File: config.mk
export PLATFORM = sky130hd
export DESIGN_NAME = iob_iobuf_ctrl
export DESIGN_NICKNAME = d
export VERILOG_FILES = /design/src/rtl/iob_iobuf_ctrl.sv
export SDC_FILE = /design/constraint.sdc
export NUM_CORES = 1
export LEC_CHECK = 0
export BUFFER_PORTS_ARGS = -buffer_cell sky130_fd_sc_hd__buf_2
export CAP_MARGIN = 20
export CORE_UTILIZATION = 44
export CTS_CLUSTER_DIAMETER = 40
export DETAILED_ROUTE_END_ITERATION = 8
export PLACE_DENSITY_LB_ADDON = 0.2
export RECOVER_POWER = 50
export SYNTH_ARGS = -nofsm -noshare
export SYNTH_HDL_FRONTEND = slang
export SYNTH_SLANG_ARGS = --single-unit
export TNS_END_PERCENT = 1
File: constraint.sdc
create_clock -name clk -period 1.84 [get_ports clk]
set_clock_uncertainty 0.2 [all_clocks]
set_input_delay 0.092 -clock clk [delete_from_list [all_inputs] [get_ports clk]]
set_output_delay 0.092 -clock clk [all_outputs]
set_load 0.005 [all_outputs]
File: src/rtl/iob_iobuf_ctrl.sv
// iob_iobuf_ctrl: half-duplex sequencer for a tri-state pad bus.
// A write requester drives the bus and a read requester samples it. Every
// direction change inserts TURN_CYC released-bus cycles so the core side and
// the far end never drive at the same time.
// Optional feature macro: IOB_IOBUF_CTRL_RR_EN
//   defined   -> round-robin between write and read when both contend
//   undefined -> the requester matching the current bus direction wins

module iob_iobuf_ctrl #(
    parameter int DATA_W     = 8,
    parameter int TURN_CYC   = 2,
    parameter int HOLD_CYC   = 1,
    parameter int SAMPLE_CYC = 2
) (
    input  logic              clk,
    input  logic              rst,
    input  logic              wr_valid,
    input  logic [DATA_W-1:0] wr_data,
    output logic              wr_ready,
    input  logic              rd_req,
    output logic              rd_ready,
    output logic              rd_valid,
    output logic [DATA_W-1:0] rd_data,
    output logic [DATA_W-1:0] pad_i,
    output logic              pad_oe,
    input  logic [DATA_W-1:0] pad_o,
    output logic              busy
);

    typedef enum logic [1:0] {
        IDLE   = 2'd0,
        TURN   = 2'd1,
        DRIVE  = 2'd2,
        SAMPLE = 2'd3
    } state_t;

    localparam logic [3:0] TURN_LOAD   = 4'(TURN_CYC - 1);
    localparam logic [3:0] HOLD_LOAD   = 4'(HOLD_CYC - 1);
    localparam logic [3:0] SAMPLE_LOAD = 4'(SAMPLE_CYC - 1);

    state_t            state;
    state_t            state_next;
    logic [3:0]        cnt;
    logic [3:0]        cnt_next;
    logic              dir;
    logic              dir_next;
    logic              last_wr;
    logic              last_wr_next;
    logic              rd_valid_next;
    logic [DATA_W-1:0] pad_i_next;
    logic [DATA_W-1:0] rd_data_next;
    logic              win_any;
    logic              win_wr;

    // Pick the requester that would be served if the FSM were idle now.
    // dir=1 means the bus is driven for writes, dir=0 means released for reads.
    always_comb begin
        win_any = wr_valid || rd_req;
        win_wr  = wr_valid;
        if (wr_valid && rd_req) begin
`ifdef IOB_IOBUF_CTRL_RR_EN
            win_wr = !last_wr;
`else
            win_wr = dir;
`endif
        end
    end

    // State and datapath registers; reset releases the bus immediately.
    always_ff @(posedge clk or posedge rst) begin
        if (rst) begin
            state    <= IDLE;
            cnt      <= 4'd0;
            dir      <= 1'b0;
            last_wr  <= 1'b0;
            rd_valid <= 1'b0;
            pad_i    <= '0;
            rd_data  <= '0;
        end else begin
            state    <= state_next;
            cnt      <= cnt_next;
            dir      <= dir_next;
            last_wr  <= last_wr_next;
            rd_valid <= rd_valid_next;
            pad_i    <= pad_i_next;
            rd_data  <= rd_data_next;
        end
    end

    // Next-state logic plus the handshake and pad-enable outputs.
    // SAMPLE stays one extra cycle while rd_valid is high, so a read occupies
    // the handshake cycle, SAMPLE_CYC sample cycles and the rd_valid cycle.
    always_comb begin
        state_next    = state;
        cnt_next      = cnt;
        dir_next      = dir;
        last_wr_next  = last_wr;
        rd_valid_next = 1'b0;
        pad_i_next    = pad_i;
        rd_data_next  = rd_data;
        wr_ready      = 1'b0;
        rd_ready      = 1'b0;
        pad_oe        = dir && (state != TURN);
        busy          = (state != IDLE);

        unique case (state)
            IDLE: begin
                if (win_any) begin
                    if (win_wr == dir) begin
                        if (win_wr) begin
                            wr_ready     = 1'b1;
                            pad_i_next   = wr_data;
                            cnt_next     = HOLD_LOAD;
                            last_wr_next = 1'b1;
                            state_next   = DRIVE;
                        end else begin
                            rd_ready     = 1'b1;
                            cnt_next     = SAMPLE_LOAD;
                            last_wr_next = 1'b0;
                            state_next   = SAMPLE;
                        end
                    end else begin
                        cnt_next   = TURN_LOAD;
                        state_next = TURN;
                    end
                end
            end

            TURN: begin
                if (cnt == 4'd0) begin
                    dir_next   = !dir;
                    state_next = IDLE;
                end else begin
                    cnt_next = cnt - 4'd1;
                end
            end

            DRIVE: begin
                if (cnt == 4'd0) begin
                    state_next = IDLE;
                end else begin
                    cnt_next = cnt - 4'd1;
                end
            end

            SAMPLE: begin
                if (rd_valid) begin
                    state_next = IDLE;
                end else if (cnt == 4'd0) begin
                    rd_data_next  = pad_o;
                    rd_valid_next = 1'b1;
                end else begin
                    cnt_next = cnt - 4'd1;
                end
            end

            default: begin
                state_next = IDLE;
            end
        endcase
    end

endmodule

==> results of run 1 <==
## metrics by stage
| stage | hold slack [ns] | util, % | area (um^2) |
|---|---|---|---|
| 2_1_floorplan | -0.09338 | - | 1171 |
| 3_3_place_gp | -0.05109 | 62.53 | 1549 |
| 3_5_place_dp | -0.04484 | 62.53 | 1549 |
| 4_1_cts | 0.05707 | 72.58 | 1798 |
| 5_1_grt | 0.1186 | 74.24 | 1839 |
| 6_report | 0.07049 | 74.24 | 1839 |
## timing repair
action                                  4_1_cts  5_1_grt
hold buffers                                 17        0
endpoints found under the setup margin       12       21
resized for setup                             7       12
buffers inserted                              1        0
pin swaps                                     2        1
hold endpoints to repair                     40        0
## power by group
| part | switching [mW] | internal [mW] |
|---|---|---|
| Combinational | 0.696 | 1.01 |
| Sequential | 0.135 | 0.778 |
| Clock | 0.157 | 0.121 |
| Total | 0.988 | 1.91 |
## state kept, by name (all words and copies together) (netlist names)
| signal | cells |
|---|---|
| cnt | 4 |
| pad_i | 8 |
| dir | 1 |
| rd_valid | 1 |
| rd_data | 8 |
| state | 2 |
## worst max-delay path, cell delays in order, from the launching register on
cell and delay [ns]:
sky130_fd_sc_hd__dfrtp_1 0.42, sky130_fd_sc_hd__inv_2 0.08, sky130_fd_sc_hd__ha_4 0.13, sky130_fd_sc_hd__or3b_4 0.39
sky130_fd_sc_hd__a221oi_4 0.32, sky130_fd_sc_hd__mux2_4 0.32
## metal layers
metal  vias to the layer above  GRT usage (%)
met3                         0          4.310
li1                        486              -
met1                       484          24.24
met2                        33          38.96
met5                         -              0
met4                         0          3.947
## kinds of logic after synthesis
family                     Yosys count  share of synthesized area, %
buffers and inverters               10                         3.230
adders and majority gates            6                         6.458
and+or+nand+nor                     24                         11.63
muxes                               18                         17.65
xor gates and xnor gates             1                        0.7536
AOI/OAI and AO/OA                   10                         8.612
DFF                                 24                         51.67
## placed cells by master, fill, tap and decap left out, types with 3 or more instances in the layout
cell	n
sky130_fd_sc_hd__nor2_1	6
sky130_fd_sc_hd__buf_4	15
sky130_fd_sc_hd__clkbuf_4	3
sky130_fd_sc_hd__dlygate4sd3_1	17
sky130_fd_sc_hd__ha_4	3
sky130_fd_sc_hd__ha_1	3
sky130_fd_sc_hd__inv_2	4
sky130_fd_sc_hd__buf_2	39
sky130_fd_sc_hd__mux2_2	9
sky130_fd_sc_hd__dfrtp_1	24
sky130_fd_sc_hd__mux2_4	8
sky130_fd_sc_hd__inv_1	6
sky130_fd_sc_hd__nand2_1	6
## path summary, 6_finish.rpt
| check | from | to | slack (ns) | cells past startpoint |
|---|---|---|---|---|
| setup / recovery | cnt[0]$_DFFE_PP0P_ | state[0]$_DFFE_PP0P_ | -0.14 | 5 |
| hold / removal | rd_req | cnt[2]$_DFFE_PP0P_ | 0.07 | 4 |
| setup reg to reg | cnt[0]$_DFFE_PP0P_ | state[0]$_DFFE_PP0P_ | -0.14 | 5 |
| hold reg to reg | pad_i[2]$_DFFE_PP0P_ | pad_i[2]$_DFFE_PP0P_ | 0.32 | 1 |
| max in group asynchronous | rst | pad_i[3]$_DFFE_PP0P_ | 0.77 | 4 |
| min in group asynchronous | rst | rd_data[3]$_DFFE_PP0P_ | 0.26 | 4 |
## area by class of cell
class | count | share of cell area (%)
tap | 30 | 2.041
timing repair buffer | 75 | 28.16
inverter | 10 | 2.041
clock buffer | 4 | 1.973
multi-input combinational | 59 | 33.13
sequential | 24 | 32.65
==> run metrics, run 1 <==
outcome=complete, but fails checks; violations in the final reports=negative setup slack; maximum vdd drop=1037 uV; Synth top cells by count=sky130_fd_sc_hd__dfrtp_1, sky130_fd_sc_hd__mux2_2, sky130_fd_sc_hd__inv_1; H-tree lvl count=1; critical path class=reg2reg; number of cells in the finished layout apart from fillers=202; fin crit period=just under 2 ns; via count of the first global-routing pass=between 1,000 and 1,500; most frequent cell after synthesis=sky130_fd_sc_hd__dfrtp_1; worst setup timing slack at the placement stage=-0.1480 ns; share of flip-flops with an asynchronous set or reset after synthesis=100.0%; Skew-Pair Late Insertion Delay=0.31 ns; floorplan die area=2851 um^2; top-area cell type share of the netlist area=51.67%; HPWL after detailed placement=1824 um; core outline area=2477 um^2; final hold violations=0; RD Place Congestion=roughly 0.88; slew at the pin with the worst max-slew slack=0.6005 ns; largest net degree at the start of global routing=25; sequential cell area in the final layout=between 600 and 700 um^2; number of flip-flops and latches in the synthesized netlist=24; antenna violations before repair=0; Routed WL per cell=13.57 um; net count after synthesis=about 120; total overflow reported by the global router=0; Antenna Diode Count=0; cell chosen for the clock root=sky130_fd_sc_hd__clkbuf_4; worst relative slew slack=59.97%; total of warnings raised by yosys=0; number of inserted filler cells in the final layout=approximately 180; number of placed cells counting well taps=180; final worst path period share=107.4%; setup TNS after final layout=-0.2600 ns; Die Y=roughly 53 um; number of pins exceeding their max-slew limit in the final report=0; proportion of synthesized chip area in sequential cells=51.67%; net count of the finished layout=just under 200; first-pass GRT wire length=4284 um; area used by multi-input combinational logic=609.3 um^2; power density over the cells=1573 nW/um^2; proportion of layout cells with a drive suffix above 1=53.49%; wirelength, routed=approximately 2700 um; drt first pass iters=4; critical path launch point type=flip-flop; DRC violation count after routing=0; type of destination of the critical path=flip-flop; Rows=18; post-synthesis average cell area=roughly 12 um^2; number of design-rule violations left by the first detailed-router iteration=14; routed length on met2=approximately 1500 um; total routing usage reported by global routing=20.91%; number of buffers on the longest clock path=2; largest area contributor in the netlist=sky130_fd_sc_hd__dfrtp_1; Die W=53.40 um; Antenna Violating Nets Remaining=0; dominant synthesized flop cell=sky130_fd_sc_hd__dfrtp_1; number of synthesized flops with an enable pin=0; class of the tightest hold or removal check=in2reg; endpoints failing setup=3; Inserted Clock Buffers=3; TritonCTS clock tree=done; final setup margin=-0.1367 ns; P_leak=0.9196 nW; Cell Area, Synth=1162 um^2; uppermost layer routed=met3; Worst EP required=between 1.5 and 2 ns; vias after detailed routing=1,003; overall power consumption=2.894 mW; area growth from synthesis to final layout=58.23%; wire length the detailed router placed on met1=1149 um; number of distinct library cell variants in the gate-level netlist after synthesis=26; number of max-cap violations=0; vias per std cell=4.965; count of port buffers added during placement=40; Gate Count Post-Synth=93; routed wire length on met3=111 um; Max Fclk=between 0.5 and 0.6 GHz; Initial Util=46.92%; num ports=41; clock-pin transition on the worst setup and hold timing paths=0.14 ns; RSZ-0062 raised after global routing=yes; data arrival time of the worst path=approximately 2.0 ns; Clock Sink Count=24; leading cell types by total area after synthesis=sky130_fd_sc_hd__dfrtp_1, sky130_fd_sc_hd__mux2_2, sky130_fd_sc_hd__ha_1; largest fanout on the critical path=2
Power figures use the tool's default switching activity.
==> inputs of run 2 (changes only) <==
--- a/config.mk
+++ b/config.mk
@@ -6,8 +6,8 @@
 export NUM_CORES = 1
 export LEC_CHECK = 0
 export BUFFER_PORTS_ARGS = -buffer_cell sky130_fd_sc_hd__buf_2
-export CAP_MARGIN = 20
 export CORE_UTILIZATION = 44
+export CTS_BUF_LIST = sky130_fd_sc_hd__clkbuf_8 sky130_fd_sc_hd__clkbuf_16
 export CTS_CLUSTER_DIAMETER = 40
 export DETAILED_ROUTE_END_ITERATION = 8
 export PLACE_DENSITY_LB_ADDON = 0.2
==> run 2 against run 1 <==
The flow still finishes with violations (negative setup slack). Clock-buffer cell count is the same. Cell count is the same. Sequential power is essentially flat. Design area grew 1.0%. Highest routed layer unchanged.
==> run metrics, run 2 (synthesis gave the netlist of run 1 again) <==
outcome=complete, but fails checks (unchanged); violations in the final reports=negative setup slack (unchanged); Max Fclk=0.5105 GHz (was 0.5059 GHz); Initial Util=46.92% (unchanged); net count of the finished layout=199 (unchanged); number of cells in the finished layout apart from fillers=202 (unchanged); proportion of layout cells with a drive suffix above 1=53.49% (unchanged); fin crit period=1.959 ns (was 1.977 ns); overall power consumption=2.962 mW (was 2.894 mW); final worst path period share=106.5% (was 107.4%); area growth from synthesis to final layout=59.85% (was 58.23%); number of buffers on the longest clock path=2 (unchanged); RSZ-0062 raised after global routing=yes (unchanged); wirelength, routed=2680 um (was 2742 um); uppermost layer routed=met3 (unchanged); HPWL after detailed placement=1824 um (unchanged); vias after detailed routing=995 (was 1,003); Skew-Pair Late Insertion Delay=0.27 ns (was 0.31 ns); Antenna Diode Count=0 (unchanged); final setup margin=-0.1187 ns (was -0.1367 ns); largest registers=pad_i (8), rd_data (8), cnt (4) (unchanged); core outline area=2477 um^2 (unchanged); largest net degree at the start of global routing=25 (unchanged); first-pass GRT wire length=4291 um (was 4284 um); Rows=18 (unchanged); worst relative slew slack=59.55% (was 59.97%); DRC violation count after routing=0 (unchanged); wire length the detailed router placed on met1=1164 um (was 1149 um); RD Place Congestion=0.8778 (unchanged); total routing usage reported by global routing=20.97% (was 20.91%); Die Y=53.40 um (unchanged); class of the tightest hold or removal check=in2reg (unchanged); routed wire length on met3=114 um (was 111 um); Antenna Violating Nets Remaining=0 (unchanged); endpoints failing setup=3 (unchanged); Die W=53.40 um (unchanged); area of all placed cells without fillers=1858 um^2 (was 1839 um^2); H-tree lvl count=1 (unchanged); num ports=41 (unchanged); top library cells by usage in the layout, fill and taps aside=sky130_fd_sc_hd__buf_2, sky130_fd_sc_hd__dfrtp_1, sky130_fd_sc_hd__dlygate4sd3_1 (unchanged); worst setup timing slack at the placement stage=-0.1480 ns (unchanged); largest fanout on the critical path=2 (unchanged); Clock Sink Count=24 (unchanged); Inserted Clock Buffers=3 (unchanged); cell chosen for the clock root=sky130_fd_sc_hd__clkbuf_8 (was sky130_fd_sc_hd__clkbuf_4); clock-pin transition on the worst setup and hold timing paths=0.09 ns (was 0.14 ns); final hold violations=0 (unchanged); total overflow reported by the global router=0 (unchanged); Routed WL per cell=13.27 um (was 13.57 um); count of port buffers added during placement=40 (unchanged); vias per std cell=4.926 (was 4.965); routed length on met2=1402 um (was 1480 um); antenna violations before repair=0 (unchanged); power density over the cells=1594 nW/um^2 (was 1573 nW/um^2); number of pins exceeding their max-slew limit in the final report=0 (unchanged); critical path class=reg2reg (unchanged); P_leak=0.9274 nW (was 0.9196 nW); most common library cell in the layout ignoring fill and taps=sky130_fd_sc_hd__buf_2 (unchanged); number of max-cap violations=0 (unchanged); maximum vdd drop=1070 uV (was 1037 uV); Min Hold Slack=0.1296 ns (was 0.07049 ns); TritonCTS clock tree=done (unchanged); slew at the pin with the worst max-slew slack=0.6068 ns (was 0.6005 ns); number of design-rule violations left by the first detailed-router iteration=13 (was 14); floorplan die area=2851 um^2 (unchanged); via count of the first global-routing pass=1,021 (was 1,014); critical path launch point type=flip-flop (unchanged); type of destination of the critical path=flip-flop (unchanged); data arrival time of the worst path=1.91 ns (was 1.98 ns); Worst EP required=1.79 ns (was 1.84 ns); number of placed cells counting well taps=180 (unchanged); Post-Place Cell Area=1549 um^2 (unchanged); drt first pass iters=4 (unchanged)
[run 2: path summary, 6_finish.rpt]
kind | startpoint | endpoint | slack [ns] | depth (start not counted)
max reg2reg | cnt[0]$_DFFE_PP0P_ | state[0]$_DFFE_PP0P_ | -0.12 | 5
min reg2reg | pad_i[2]$_DFFE_PP0P_ | pad_i[2]$_DFFE_PP0P_ | 0.31 | 1
min | rd_req | cnt[2]$_DFFE_PP0P_ | 0.13 | 4
max | cnt[0]$_DFFE_PP0P_ | state[0]$_DFFE_PP0P_ | -0.12 | 5
min in group asynchronous | rst | rd_data[3]$_DFFE_PP0P_ | 0.32 | 4
max in group asynchronous | rst | state[1]$_DFFE_PP0P_ | 0.71 | 4
[run 2: power breakdown]
part | switching [mW] | internal, mW
clock network | 0.165 | 0.191
registers | 0.132 | 0.780
logic | 0.687 | 1.01
[run 2: area by class of cell]
type / instances / area (um^2)
Fill cell: 180 / 619.3
Multi-Input combinational cell: 59 / 609.3
Sequential cell: 24 / 600.6
Timing Repair Buffer: 75 / 518.0
Clock buffer: 4 / 55.05
Inverter: 10 / 37.54
Tap cell: 30 / 37.54
[run 2: stage by stage]
stage          setup TNS (ns)  util [%]
6_report              -0.2097     75.00
5_1_grt               -0.6362     75.00
4_1_cts               -0.2597     73.33
3_5_place_dp          -0.6904     62.53
3_3_place_gp          -0.1039     62.53
2_1_floorplan         -0.9888         -
[run 2: what timing repair did]
| action | 4_1_cts | 5_1_grt |
|---|---|---|
| pin swaps | 2 | 1 |
| endpoints found under the setup margin | 12 | 21 |
| endpoints found under the hold margin | 40 | 0 |
| gates resized for setup | 7 | 12 |
| hold buffers | 17 | 0 |
| buffers inserted | 1 | 0 |
[run 2: per-layer routing]
metal	vias up	global-route usage, %
met2	28	38.75
met3	0	4.598
met1	484	24.06
met5	-	0
met4	0	4.825
li1	483	-
[run 2: worst max-delay path, stage by stage (launching register included)]
cell and delay (ns):
sky130_fd_sc_hd__dfrtp_1 0.41, sky130_fd_sc_hd__inv_2 0.09, sky130_fd_sc_hd__ha_4 0.13, sky130_fd_sc_hd__or3b_4 0.39, sky130_fd_sc_hd__a221oi_4 0.31, sky130_fd_sc_hd__mux2_4 0.32
